File: src/rtl/fetch_unit.sv
// fetch_unit: instruction fetch stage feeding the decoder.
// Owns the program counter and issues one word read per cycle to a synchronous
// instruction ROM. Returned instructions are buffered, with their PC, in a small
// FIFO whose head is presented to the decoder under a valid/stall handshake.
// A branch redirect flushes every buffered and in-flight instruction.
//
// Ports:
//   clk, rst_n          clock; synchronous active-low reset
//   stall_i             decoder cannot accept the head this cycle
//   redirect_i          one-cycle branch-taken pulse, refetch from redirect_pc_i
//   redirect_pc_i       redirect target word address
//   imem_en_o           ROM read enable (combinational)
//   imem_addr_o         ROM word address (equals the PC register)
//   imem_rdata_i        ROM data, valid one cycle after an enabled cycle
//   inst_valid_o        queue head holds an instruction
//   inst_o, pc_o        queue head instruction and its PC; zero when empty
module fetch_unit #(
  parameter int ADDR_W   = 16,
  parameter int RESET_PC = 0,
  parameter int DEPTH    = 2
) (
  input  logic              clk,
  input  logic              rst_n,
  input  logic              stall_i,
  input  logic              redirect_i,
  input  logic [ADDR_W-1:0] redirect_pc_i,
  output logic              imem_en_o,
  output logic [ADDR_W-1:0] imem_addr_o,
  input  logic [25:0]       imem_rdata_i,
  output logic              inst_valid_o,
  output logic [25:0]       inst_o,
  output logic [ADDR_W-1:0] pc_o
);

  localparam int CNT_W = 3;
  localparam int OCC_W = 4;
  localparam int ENT_W = ADDR_W + 26;

  typedef enum logic [1:0] {
    ST_IDLE  = 2'd0,
    ST_RUN   = 2'd1,
    ST_FLUSH = 2'd2
  } state_e;

  state_e             state_q, state_d;
  logic [ADDR_W-1:0]  pc_q, pc_d;
  logic [ADDR_W-1:0]  ret_pc_q, ret_pc_d;
  logic [CNT_W-1:0]   count_q, count_d;
  logic               inflight_q, inflight_d;
  logic [ENT_W-1:0]   queue_q [DEPTH];
  logic [ENT_W-1:0]   queue_d [DEPTH];

  logic               valid_s;
  logic               pop_s;
  logic               push_s;
  logic               issue_s;
  logic [OCC_W-1:0]   occ_s;
  logic [CNT_W-1:0]   wr_idx_s;

  // Handshake terms: outputs are forced idle while reset is asserted so no
  // stale entry is ever visible during the reset cycle.
  always_comb begin
    valid_s  = rst_n & (count_q != {CNT_W{1'b0}});
    pop_s    = valid_s & ~stall_i & ~redirect_i;
    push_s   = inflight_q & ~redirect_i;
    // Occupancy after this cycle's pop, counting the read already in flight;
    // issuing only while it is below DEPTH keeps the FIFO from overflowing.
    occ_s    = {1'b0, count_q} + {{(OCC_W-1){1'b0}}, inflight_q}
             - {{(OCC_W-1){1'b0}}, pop_s};
    issue_s  = rst_n & (state_q == ST_RUN) & ~redirect_i & (occ_s < OCC_W'(DEPTH));
    // A pop shifts the FIFO down, so the free slot moves down with it.
    wr_idx_s = count_q - {{(CNT_W-1){1'b0}}, pop_s};
  end

  // Next-state, PC, in-flight tracking and FIFO update.
  always_comb begin
    state_d    = state_q;
    pc_d       = pc_q;
    ret_pc_d   = ret_pc_q;
    count_d    = count_q;
    inflight_d = 1'b0;
    queue_d    = queue_q;

    case (state_q)
      ST_IDLE:  state_d = ST_RUN;
      ST_RUN:   state_d = ST_RUN;
      ST_FLUSH: state_d = ST_RUN;
      default:  state_d = ST_IDLE;
    endcase

    if (redirect_i) begin
      // Redirect wins over everything: drop the FIFO and the in-flight return.
      state_d    = ST_FLUSH;
      pc_d       = redirect_pc_i;
      count_d    = {CNT_W{1'b0}};
      inflight_d = 1'b0;
    end else begin
      if (issue_s) begin
        pc_d       = pc_q + {{(ADDR_W-1){1'b0}}, 1'b1};
        ret_pc_d   = pc_q;
        inflight_d = 1'b1;
      end else begin
        inflight_d = 1'b0;
      end

      if (pop_s) begin
        for (int i = 0; i < DEPTH - 1; i++) begin
          queue_d[i] = queue_q[i+1];
        end
        queue_d[DEPTH-1] = {ENT_W{1'b0}};
      end else begin
        queue_d = queue_d;
      end

      if (push_s) begin
        for (int i = 0; i < DEPTH; i++) begin
          if (CNT_W'(i) == wr_idx_s) begin
            queue_d[i] = {ret_pc_q, imem_rdata_i};
          end else begin
            queue_d[i] = queue_d[i];
          end
        end
      end else begin
        queue_d = queue_d;
      end

      count_d = count_q + {{(CNT_W-1){1'b0}}, push_s} - {{(CNT_W-1){1'b0}}, pop_s};
    end
  end

  // State register with synchronous active-low reset.
  always_ff @(posedge clk) begin
    if (!rst_n) begin
      state_q    <= ST_IDLE;
      pc_q       <= ADDR_W'(RESET_PC);
      ret_pc_q   <= {ADDR_W{1'b0}};
      count_q    <= {CNT_W{1'b0}};
      inflight_q <= 1'b0;
      for (int i = 0; i < DEPTH; i++) begin
        queue_q[i] <= {ENT_W{1'b0}};
      end
    end else begin
      state_q    <= state_d;
      pc_q       <= pc_d;
      ret_pc_q   <= ret_pc_d;
      count_q    <= count_d;
      inflight_q <= inflight_d;
      for (int i = 0; i < DEPTH; i++) begin
        queue_q[i] <= queue_d[i];
      end
    end
  end

  // Output drive: head of the FIFO, zeroed when empty.
  always_comb begin
    imem_en_o    = issue_s;
    imem_addr_o  = pc_q;
    inst_valid_o = valid_s;
    if (valid_s) begin
      inst_o = queue_q[0][25:0];
      pc_o   = queue_q[0][ENT_W-1:26];
    end else begin
      inst_o = 26'd0;
      pc_o   = {ADDR_W{1'b0}};
    end
  end

  fetch_unit_chk #(.DEPTH(DEPTH)) u_chk (
    .clk        (clk),
    .rst_n      (rst_n),
    .count_i    (count_q),
    .inflight_i (inflight_q)
  );

endmodule

// fetch_unit_chk: occupancy invariant for fetch_unit (FIFO never overflows).
// Ports: clk, rst_n, count_i (FIFO entries), inflight_i (outstanding ROM read).
module fetch_unit_chk #(
  parameter int DEPTH = 2
) (
  input logic       clk,
  input logic       rst_n,
  input logic [2:0] count_i,
  input logic       inflight_i
);

  // Entries plus the outstanding read must always fit in the FIFO.
  assert property (@(posedge clk) disable iff (!rst_n)
    ({1'b0, count_i} + {3'b000, inflight_i}) <= 4'(DEPTH));

endmodule

File: config.mk
export PLATFORM = sky130hd
export DESIGN_NAME = fetch_unit
export DESIGN_NICKNAME = d
export VERILOG_FILES = /design/src/rtl/fetch_unit.sv
export SDC_FILE = /design/constraint.sdc
export NUM_CORES = 1
export LEC_CHECK = 0
export ABC_AREA = 1
export CORE_UTILIZATION = 53
export CTS_CLUSTER_DIAMETER = 60
export CTS_CLUSTER_SIZE = 20
export DETAILED_ROUTE_END_ITERATION = 6
export GPL_TIMING_DRIVEN = 0
export HOLD_SLACK_MARGIN = 0.1
export PLACE_DENSITY = 0.8
export SLEW_MARGIN = 20
export SYNTH_ARGS = -nofsm -noshare
export SYNTH_HDL_FRONTEND = slang
export SYNTH_SLANG_ARGS = --single-unit
File: constraint.sdc
create_clock -name clk -period 3.6 [get_ports clk]
set_input_delay 0.72 -clock clk [delete_from_list [all_inputs] [get_ports clk]]
set_output_delay 0.72 -clock clk [all_outputs]
set_load 0.02 [all_outputs]
After elaboration in Yosys (flattened, before gate mapping) --
Cells that the tools add are included. Widths: inputs -> output; s select.
Word-level totals: flip-flop bits (word level) 122, output and inout bits 60, word-level logic and storage cells 46
Cells by class: $add $sub $neg 6, order comparisons 1, equality and inequality tests 3, multiplexer cells 11, bitwise gates (word level) 10, reduce and logical (&&, ||, !) cells 7
Operators with widths (number):
- $mux 84 | 2
- $mux 42 | 2
- $mux 16 | 3
- $mux 26 | 1
- $add 16x1->16 const B | 1
- $and 1x1->1 | 7
- $sub 3x1->3 | 2
- $add 3x1->4 | 1
- $lt 4x2->1 const B | 1
- $sub 4x1->4 | 1
- $add 3x1->3 | 1
- $eq 1x3->1 const A | 1
- $logic_not 3->1 | 1
- $not 1->1 | 3
- $reduce_bool 3->1 | 1
- $reduce_or 3->1 | 1
- $eq 2x1->1 const B | 1
- $eq 2x2->1 const B | 1
- $logic_not 2->1 | 1
- $mux 1 | 2
- $mux 2 | 1
- $reduce_and 2->1 | 1
- $reduce_bool 2->1 | 1
- $reduce_or 2->1 | 1

Logic depth before layout (Yosys ltp) --
depth in word-level cells 9, gate-level depth with buffers 18

Worst setup path before layout --
OpenSTA, ideal clock, no wires.
kind input -> output, start point in redirect_i, end point out imem_en_o, arrival 2.705 ns, data required time 2.880 ns, setup slack 0.175 ns, cell stages on the path 14, path buffers 2, cell sequence buf_6 > inv_6 > nand2_4 > nor2_4 > nand2_2 > nor2_1 > inv_1 > fa_1 > nor2_1 > nand2_1 > a211oi_2 > nand3_4 > inv_4 > buf_6
On the way: word-level cells in the longest chain between the ends 5, elaborated cells on any way between the ends 6
Ends and longest elaborated chain:
- start, declared | RTL line 25 | input logic redirect_i,
- $not 1->1 (no line) (*)
- $and 1x1->1 | RTL line 64 | pop_s = valid_s & ~stall_i & ~redirect_i;
- $sub 4x1->4 | RTL line 69 | - {{(OCC_W-1){1'b0}}, pop_s};
- $lt 4x2->1 | RTL line 70 | issue_s = rst_n & (state_q == ST_RUN) & ~redirect_i & (occ_s < OCC_W'(DEPTH));
- $and 1x1->1 (*) | RTL line 70
- end, declared | RTL line 27 | output logic imem_en_o,
Every way passes the cells marked *; elsewhere a longest branch is shown, timed or not.

Final worst setup path --
Ends and elaborated chain as after synthesis.

==> results by group <==
Global route
  • Global-route usage over all layers: 0.281
  • Antenna violations before repair: 0
  • GRT overflow: 0
  • Number of global-route vias before repair: 5697
  • Pin count of the biggest net entering global routing: 17
  • First-pass GRT wire length: 26200 um

Clocking
  • H-tree depth: 4
  • Number of hold-repair buffers added at the cts stage: 0
  • Clk Latency, worst-skew pair: 0.41 ns
  • CTS Buffer Depth: 2
  • Clk Tree Root Cell: clkbuf_16
  • Clock-pin slew on the worst setup and hold paths: 0.05 ns
  • CTS Sinks: 122
  • TritonCTS clock tree: yes
  • TritonCTS Buffers: 17

Power
  • VDD IR max: 242 uV
  • Power per Cell Area: 394 mW/mm2
  • Leak Pwr: 2.81 nW

Synth
  • Synth Register Bits: roughly 120
  • Proportion of netlist area held by the largest area contributor: 0.399
  • Post-synth EDFFs: 0
  • Cell variety after synth: 36
  • Sequential area share after synthesis: 0.399
  • Leading register cell type out of synthesis: dfxtp_1
  • FFs w/ async S/R, synth: 0
  • Synth Instances: ~800
  • Avg Synthesized Cell Area: 7.65 um2
  • Top area cells in the synthesized netlist: dfxtp_1 (40%), o211ai_1 (10%), inv_1 (8.9%)
  • Cell Area, Synth: 0.00613 mm2
  • Synth area leader: dfxtp_1
  • Mapped Nets: 854
  • Yosys warns: 0

Worst setup path
  • CP required: 2.88 ns
  • R2r endpoint: imem_addr_o[6]
  • Kind of critical path: primary input to output port
  • Worst Setup EP: imem_en_o
  • Worst setup path start: redirect_i
  • Kind of start point of the critical path: primary input
  • Data arrival time of the worst path: 2.79 ns
  • Cell mode on critical path: nand2_4
  • Crit. End Element: output port
  • Cell with the largest stage delay on the worst path: fa_1
  • Cell Chain, Critical Path: buf_6 > inv_8 > nand2_4 > nor2_4 > nand2_4 > nand2_4 > and3_4 > fa_1 > nor2_1 > nand2_1 > a211oi_2 > nand3_4 > inv_8 > buf_6
  • Max incr delay on CP: 0.42 ns
  • Maximum fanout along the worst path: 9
  • Worst Reg-to-Reg Cells: 15
  • R2R setup slack: 0.79 ns
  • RR Startpoint: count_q[2]

STA
  • Slew HR: 0.570
  • Post-route minimum period: 3.51 ns
  • Peak Freq: 285 MHz
  • Setup Viol. Count Final: 0
  • Slew Viols, Final: 0
  • Final period util: 0.975
  • Clock Skews: 0.00399 ns
  • Setup ws final: 0.0897 ns
  • Final Hold Vio Count: 0
  • Slew @ Worst Pin: 0.640 ns

Final layout
  • Ant diodes: 0
  • Share of layout cells above drive strength 1: 0.124
  • Final net count: 981
  • Non-Filler Instances: 1078
  • Filler cells: 906
  • Synthesis-to-layout area growth: 29.2%

Route
  • Detailed Route WL: between 15000 and 20000 um
  • Vias per inst: 5.38
  • Antenna-violating nets left: 0
  • Routed wire per std cell: 14.9 um
  • DRC viols: 0
  • Drt first pass iters: 5
  • Total number of vias: 5797
  • Initial drt markers: 362

Place
  • Placed insts: 1045
  • RePlAce Congestion: 0.893
  • Detailed placement HPWL: 11300 um
  • IO Port Bufs: 104
  • Pre-CTS WS: -1.22 ns

Worst hold path
  • Worst min path class: flop to flop

Floorplanning
  • Die W: 110 um
  • DIE AREA: ~0.012 mm2
  • Starting density of the core: 0.556
  • Num ports: 106
  • Die extent in y: 110 um
  • Core area: 0.0110 mm2
  • Row cnt: 38

Run
  • Total of max-cap violations: 0

Run status
  • Status: finished, final reports clean
how the worst min path moves through the flow:
stage               start    endpoint  cells past startpoint
3_3_place_gp   state_q[1]  state_q[0]                      1
2_1_floorplan  state_q[1]  state_q[0]                      1
6_report       state_q[0]  state_q[0]                      1
5_1_grt        state_q[0]  state_q[0]                      1
3_5_place_dp   state_q[0]  state_q[0]                      1
4_1_cts        state_q[0]  state_q[0]                      1
report_power, final:
group / internal [mW] / leakage (nW) / switching [mW]
logic: 0.102 / 1.57 / 0.130
registers: 1.37 / 0.986 / 0.0197
clock network: 0.936 / 0.256 / 0.562
total: 2.41 / 2.81 / 0.712
synth_stat cells (2+ instances only):
| cell type | count |
|---|---|
| nand4_1 | 3 |
| buf_2 | 13 |
| o21ai_1 | 6 |
| ha_1 | 5 |
| clkbuf_1 | 25 |
| xnor2_1 | 6 |
| nand2_1 | 146 |
| o31ai_1 | 2 |
| o211ai_1 | 84 |
| nor3_1 | 3 |
| nand3_1 | 24 |
| buf_4 | 6 |
| a21oi_1 | 35 |
| buf_6 | 8 |
| fa_1 | 2 |
| nor2_1 | 58 |
| inv_1 | 146 |
| o21ai_0 | 45 |
| o22ai_1 | 2 |
| nand2_4 | 2 |
| xor2_1 | 5 |
| dfxtp_1 | 122 |
| o22ai_2 | 40 |
critical path, delay by kind of cell:
| kind | cells | cell delay (ns) |
|---|---|---|
| AO/OA/AOI/OAI | 1 | 0.27 |
| adder cells (fa/ha/maj) | 1 | 0.42 |
| buffers and inverters | 4 | 0.44 |
| AND/OR/NAND/NOR | 8 | 0.92 |
cell families (layout without fill, tap and decap cells):
kind of cell	Yosys count	after routing	share of synthesized area
xor+xnor	11	11	0.0157
fa+ha+maj	7	7	0.0167
simple gates	245	245	0.167
flops	122	122	0.399
buf+inv	201	338	0.140
compound gates	215	215	0.261
layout by cell type (no fill, tap or decap), types with 8 or more instances in the layout:
cell type        count
clkdlybuf4s50_1    101
o211ai_1            84
nand2_1            145
inv_1              145
nor2_1              57
buf_4               11
nand3_1             23
o22ai_2             40
dfxtp_1            121
clkbuf_1            30
o21ai_0             45
buf_2               14
buf_6                8
a21oi_1             35
clkbuf_16           17
repair_timing:
action | in CTS | in global routing
pin swaps | 3 | 4
setup endpoints to repair | 1 | 1
resized for setup | 19 | 5
buffers inserted | 2 | 3
per-layer routing:
| layer | vias up | GRT usage | wire length, um |
|---|---|---|---|
| li1 | 2870 | - | - |
| met1 | 2723 | 0.339 | 7020 |
| met2 | 180 | 0.483 | 8020 |
| met5 | - | 0 | 0 |
| met3 | 24 | 0.0664 | 844 |
| met4 | 0 | 0.107 | 210 |
layout make-up:
| type | instances | area [um2] | share of cell area |
|---|---|---|---|
| clock inverter | 3 | 15.0 | 0.00190 |
| multi-input combinational | 478 | 2860 | 0.361 |
| tap | 140 | 175 | 0.0221 |
| clock buffer | 26 | 499 | 0.0630 |
| buffer | 51 | 283 | 0.0357 |
| sequential | 122 | 2440 | 0.309 |
| inverter | 149 | 574 | 0.0725 |
| timing repair buffer | 109 | 1070 | 0.136 |
stage by stage:
stage	TNS (ns)	cell area (um2)	power, mW	util	hold WS [ns]
floorplan	0	6130	1.53	-	0.408
global placement	-2.90	7340	1.64	0.666	0.423
detailed placement	-4.31	7340	1.64	0.666	0.426
CTS	0	7890	3.13	0.716	0.437
global route	-0.000101	7920	3.21	0.718	0.454
finish	0	7920	3.12	0.718	0.437
state kept, by name, indices dropped and copies added, names as in the netlist:
signal,count
queue_q,84
imem_addr_o,16
ret_pc_q,16
count_q,3
state_q,2
inflight_q,1
Power figures use the tool's default switching activity.
